===== src/rtl/bcd_addsub_serial.sv =====
// Digit-serial packed-BCD adder/subtractor, one decimal digit per clock, LSD first.
// Optional macro BCD_SIGNMAG_EN adds a FIX pass that turns negative results into magnitude form.
module bcd_addsub_serial #(
    parameter int DIGITS = 4
) (
    input  logic                  clk,
    input  logic                  rst,
    input  logic                  in_valid,
    output logic                  in_ready,
    input  logic [4*DIGITS-1:0]   a,
    input  logic [4*DIGITS-1:0]   b,
    input  logic                  m,
    output logic                  out_valid,
    input  logic                  out_ready,
    output logic [4*DIGITS-1:0]   sum,
    output logic                  carry,
    output logic                  neg,
    output logic                  err
);
    localparam int W  = 4 * DIGITS;
    localparam int KW = (DIGITS > 1) ? $clog2(DIGITS) : 1;

    // IDLE wait operands | RUN one digit per cycle | FIX 10's complement of sum | DONE hold result
    typedef enum logic [1:0] {
        IDLE = 2'd0,
        RUN  = 2'd1,
`ifdef BCD_SIGNMAG_EN
        FIX  = 2'd2,
`endif
        DONE = 2'd3
    } state_t;

    state_t          state_q, state_d;
    logic [KW-1:0]   k_q, k_d;
    logic [W-1:0]    a_q, a_d, b_q, b_d, sum_q, sum_d;
    logic            m_q, m_d, c_q, c_d;
    logic            carry_q, carry_d, neg_q, neg_d, err_q, err_d;
    logic            out_valid_q, out_valid_d;

    logic [W-1:0]    a_sh, b_sh, s_sh, dmask, dval;
    logic [3:0]      a_dig, b_dig, s_dig, op1, op2, digit;
    logic [4:0]      t;
    logic            ge10, last;

    function automatic logic has_bad_digit(input logic [W-1:0] v);
        logic r;
        r = 1'b0;
        for (int i = 0; i < DIGITS; i++) begin
            if (v[4*i +: 4] > 4'd9) r = 1'b1;
        end
        return r;
    endfunction

    assign a_sh  = a_q >> {k_q, 2'b00};
    assign b_sh  = b_q >> {k_q, 2'b00};
    assign s_sh  = sum_q >> {k_q, 2'b00};
    assign a_dig = a_sh[3:0];
    assign b_dig = b_sh[3:0];
    assign s_dig = s_sh[3:0];
    assign last  = (k_q == KW'(DIGITS - 1));

    always_comb begin
        op1 = a_dig;
        op2 = m_q ? 4'(4'd9 - b_dig) : b_dig;
`ifdef BCD_SIGNMAG_EN
        if (state_q == FIX) begin
            op1 = 4'(4'd9 - s_dig);
            op2 = 4'd0;
        end
`endif
    end

    assign t     = 5'(op1) + 5'(op2) + 5'(c_q);
    assign ge10  = (t >= 5'd10);
    assign digit = ge10 ? 4'(t - 5'd10) : t[3:0];
    assign dmask = ~(W'(4'hF) << {k_q, 2'b00});
    assign dval  = W'(digit) << {k_q, 2'b00};

    always_comb begin
        state_d     = state_q;
        k_d         = k_q;
        a_d         = a_q;
        b_d         = b_q;
        m_d         = m_q;
        c_d         = c_q;
        sum_d       = sum_q;
        carry_d     = carry_q;
        neg_d       = neg_q;
        err_d       = err_q;
        out_valid_d = out_valid_q;
        case (state_q)
            IDLE: begin
                if (in_valid) begin
                    a_d     = a;
                    b_d     = b;
                    m_d     = m;
                    k_d     = '0;
                    c_d     = m;
                    err_d   = has_bad_digit(a) | has_bad_digit(b);
                    state_d = RUN;
                end
            end
            RUN: begin
                sum_d = (sum_q & dmask) | dval;
                c_d   = ge10;
                if (last) begin
                    carry_d = ge10;
                    neg_d   = m_q & ~ge10;
                    state_d = DONE;
`ifdef BCD_SIGNMAG_EN
                    if (m_q && !ge10) begin
                        state_d = FIX;
                        k_d     = '0;
                        c_d     = 1'b1;
                    end
`endif
                end else begin
                    k_d = k_q + 1'b1;
                end
            end
`ifdef BCD_SIGNMAG_EN
            FIX: begin
                sum_d = (sum_q & dmask) | dval;
                c_d   = ge10;
                if (last) state_d = DONE;
                else      k_d = k_q + 1'b1;
            end
`endif
            DONE: begin
                // Result registers settle one cycle before out_valid is raised.
                if (!out_valid_q) begin
                    out_valid_d = 1'b1;
                end else if (out_ready) begin
                    out_valid_d = 1'b0;
                    state_d     = IDLE;
                end
            end
            default: state_d = IDLE;
        endcase
    end

    always_ff @(posedge clk) begin
        if (rst) begin
            state_q     <= IDLE;
            k_q         <= '0;
            a_q         <= '0;
            b_q         <= '0;
            m_q         <= 1'b0;
            c_q         <= 1'b0;
            sum_q       <= '0;
            carry_q     <= 1'b0;
            neg_q       <= 1'b0;
            err_q       <= 1'b0;
            out_valid_q <= 1'b0;
        end else begin
            state_q     <= state_d;
            k_q         <= k_d;
            a_q         <= a_d;
            b_q         <= b_d;
            m_q         <= m_d;
            c_q         <= c_d;
            sum_q       <= sum_d;
            carry_q     <= carry_d;
            neg_q       <= neg_d;
            err_q       <= err_d;
            out_valid_q <= out_valid_d;
        end
    end

    assign in_ready  = (state_q == IDLE);
    assign out_valid = out_valid_q;
    assign sum       = sum_q;
    assign carry     = carry_q;
    assign neg       = neg_q;
    assign err       = err_q;
endmodule

===== config.mk =====
export PLATFORM = sky130hd
export DESIGN_NAME = bcd_addsub_serial
export DESIGN_NICKNAME = d
export VERILOG_FILES = /design/src/rtl/bcd_addsub_serial.sv
export SDC_FILE = /design/constraint.sdc
export NUM_CORES = 1
export LEC_CHECK = 0
export CAP_MARGIN = 5
export CORE_MARGIN = 5
export CORE_UTILIZATION = 29
export DETAILED_ROUTE_END_ITERATION = 8
export GPL_ROUTABILITY_DRIVEN = 0
export GPL_TIMING_DRIVEN = 0
export PLACE_DENSITY = 0.56
export SLEW_MARGIN = 20
export SYNTH_ARGS = -nofsm -noshare
export SYNTH_HDL_FRONTEND = slang
export SYNTH_SLANG_ARGS = --single-unit

===== constraint.sdc =====
create_clock -name clk -period 4.9 [get_ports clk]
set_clock_uncertainty 0.2 [all_clocks]
set_input_delay 0.98 -clock clk [delete_from_list [all_inputs] [get_ports clk]]
set_output_delay 0.98 -clock clk [all_outputs]
set_load 0.02 [all_outputs]

==> flow_metrics.env <==
export IMPL_yosysMostFrequentCell="nand2_1"
export IMPL_dieArea_mm2=0.0120
export IMPL_use_met2_pct=22.0
export IMPL_grtUsageMet3_pct=3.29
export IMPL_power_density_mw_per_mm2=319
export IMPL_finalSetupViolCount=0
export IMPL_antenna_found_initial=0
export IMPL_utilization_pct=39.2
export IMPL_worstSetupStartpointType="register"
export IMPL_hold_viol=0
export IMPL_avgSynthCellArea_um2=8.37
export IMPL_synth_area_leaders="dfxtp_1 (41%), nand2_1 (12%), a21oi_1 (8.6%), mux4_2 (6.3%), ha_1 (4.4%)"
export IMPL_whs_endpoint="a_q[13]"
export IMPL_drive_gt1_share_pct=10.4
export IMPL_ir_drop_uv=115
export IMPL_finalCritPeriodShare_pct=87.8
export IMPL_grt_usage_pct=13.5
export IMPL_grt_pass1_vias=2584
export IMPL_worstPathArrival_ns=4.34
export IMPL_cts_tree="yes"
export IMPL_clk_latency_ns=0.34
export IMPL_drt_pass1_iter_count=4
export IMPL_synth_top_area_share_pct=40.5
export IMPL_drt_total_wl_um=7600
export IMPL_hold_depth=2
export IMPL_ios=58
export IMPL_critPathKind="register to register"
export IMPL_numPlacedInstances=532
export IMPL_rrSetupSlack_ns=0.60
export IMPL_dp_hpwl_um=5950
export IMPL_switching_share_pct=29.9
export IMPL_drt_antenna_violating_nets=0
export IMPL_instances_no_fill=548
export IMPL_cts_max_level=3
export IMPL_required_ns=4.93
export IMPL_synth_cells=342
export IMPL_cts_buffers=9
export IMPL_ff2ff_path_depth=16
export IMPL_start_util_pct=29.6
export IMPL_drt_iter0_markers=50
export IMPL_final_area_mm2=0.00379
export IMPL_clk_pin_slew_worst_paths_ns=0.07
export IMPL_ys_ff_latch=58
export IMPL_gr_total_overflow=0
export IMPL_syn_area_mm2=0.00286
export IMPL_vias=2612
export IMPL_leakagePower_nw=1.38
export IMPL_synth_warnings=0
export IMPL_crit_fanout=10
export IMPL_synthFlopType="dfxtp_1"
export IMPL_wire_per_inst_um=13.9
export IMPL_core_mm2=0.00968
export IMPL_slew_violations=0
export IMPL_vias_per_cell=4.77
export IMPL_area_growth_syn_to_layout_pct=32.5
export IMPL_setup_tns_final_ns=0
export IMPL_reg2reg_to="sum[9]"
export IMPL_postCtsSetupRepairBufs=0
export IMPL_hold_path_class="register to register"
export IMPL_worstMarginPinSlew_ns=0.600
export IMPL_busiest_layer="met2"
export IMPL_cts_resized=0
export IMPL_end_kind="register"
export IMPL_syn_nets=391
export IMPL_rows=36
export IMPL_outcome="finished clean"
export IMPL_holdBufCountCts=0
export IMPL_grt_pass1_wl_um=12500
export IMPL_synth_common_cells="nand2_1 (91), dfxtp_1 (58), a21oi_1 (49), nor2_1 (21), clkbuf_1 (11)"
export IMPL_async_reset_ff_share_pct=0
export IMPL_clock_power_share_pct=35.9
export IMPL_r2r_start="k_q[0]"
export IMPL_diodes=0
export IMPL_io_buffer_count=57
export IMPL_fmax_ghz=0.232
export IMPL_drc=0
export IMPL_power_switching_w=0.000362
export IMPL_die_x_um=109
export IMPL_p_int_w=0.000849
export IMPL_grt_max_degree=12
export IMPL_ctsRootBufferMaster="clkbuf_8"
export IMPL_slew_headroom_pct=60.0
export IMPL_nNetsFinal=459
export IMPL_ys_seq_area_share_pct=40.5
export IMPL_fin_crit_ns=4.30
export IMPL_synth_top_cell_by_area="dfxtp_1"
export IMPL_cts_sinks=58
export IMPL_holdWs_ns=0.253
export IMPL_synth_edf_count=0
export IMPL_ys_types=54
export IMPL_pwr_share_seq_pct=42.0
export IMPL_pwr_share_comb_pct=22.1
export IMPL_grtUsageMet1_pct=17.7
export IMPL_rsz0062_at_grt="false"
export IMPL_dpl_cell_area_mm2=0.00360
export IMPL_min_from="a_q[13]"
export IMPL_cts_max_path_buffers=2
export IMPL_die_h_um=109
export IMPL_timing_max_cap_violations=0
## placed cells by master (no fill, tap or decap), drive strengths merged, types with 2 or more instances in the layout
cell type and n:
dfxtp 58, nand3 4, nand4b 2, nand2 91, ha 10, nand4 3, a221oi 2, buf 6
mux4 8, xnor2 3, fa 2, a21oi 50, clkdlybuf4s50 57, o21ai 11, a21o 2, nor3 8
inv 8, clkinv 2, o31ai 9, clkbuf 24, o41ai 3, nand2b 2, nor2 21, and2 4
clkinvlp 4
## layout make-up
cell class	count	area (µm²)
Fill cell	1010	5890
Clock buffer	9	124
Inverter	8	30.0
Timing Repair Buffer	57	571
Buffer	21	121
Clock inverter	7	70.1
Multi-Input combinational cell	255	1550
Sequential cell	58	1160
Tap cell	133	166
## power by group through the flow
stage	Clock (W)	Combinational [W]	Sequential, W
finish	0.000435	0.000267	0.000509
global route	0.000471	0.000298	0.000512
CTS	0.000445	0.000270	0.000509
detailed placement	0	0.000267	0.000520
global placement	0	0.000263	0.000520
floorplan	0	0.000168	0.000525
## cell families (layout without fill, tap and decap cells)
logic type | after synthesis | in the layout | share of synthesized area (%)
simple gates | 146 | 146 | 22.7
compound gates | 83 | 83 | 17.2
flops | 58 | 58 | 40.5
buf+inv | 29 | 102 | 5.29
fa+ha+maj | 12 | 12 | 5.77
mux | 10 | 10 | 7.03
xor+xnor | 4 | 4 | 1.49
## layer usage
| layer | up-vias | wire length, µm |
|---|---|---|
| li1 | 1326 | - |
| met1 | 1225 | 3480 |
| met2 | 49 | 3670 |
| met3 | 12 | 354 |
| met4 | 0 | 97 |
| met5 | - | 0 |
## flip-flops by register name (all words and copies together) (netlist names), 2 cells and up
| register | flops |
|---|---|
| a_q | 16 |
| b_q | 16 |
| k_q | 2 |
| state_q | 2 |
| sum | 16 |
## critical path, cell delays in order (launching register included)
cell,delay [ns]
dfxtp_1,0.36
clkbuf_1,0.35
clkbuf_8,0.28
mux4_2,0.56
inv_1,0.08
ha_1,0.21
nand2_1,0.06
o21ai_0,0.08
ha_1,0.39
xnor2_2,0.25
ha_1,0.21
buf_1,0.26
nor2_1,0.06
o21ai_0,0.14
and2_4,0.25
a21oi_1,0.10
o41ai_1,0.35
## worst max path at each step
stage,from,end,cells after the start
CTS,k_q[0],sum[15],15
detailed placement,k_q[0],sum[15],15
finish,k_q[0],sum[9],16
global placement,k_q[0],sum[11],15
global route,k_q[0],sum[15],15
floorplan,k_q[0],sum[1],15
## per-stage QoR
stage	power, W	setup slack [ns]
6_report	0.00121	0.597
2_1_floorplan	0.000693	1.07
5_1_grt	0.00128	0.0980
3_5_place_dp	0.000787	0.561
4_1_cts	0.00122	0.525
3_3_place_gp	0.000782	0.660
Power figures use the tool's default switching activity.
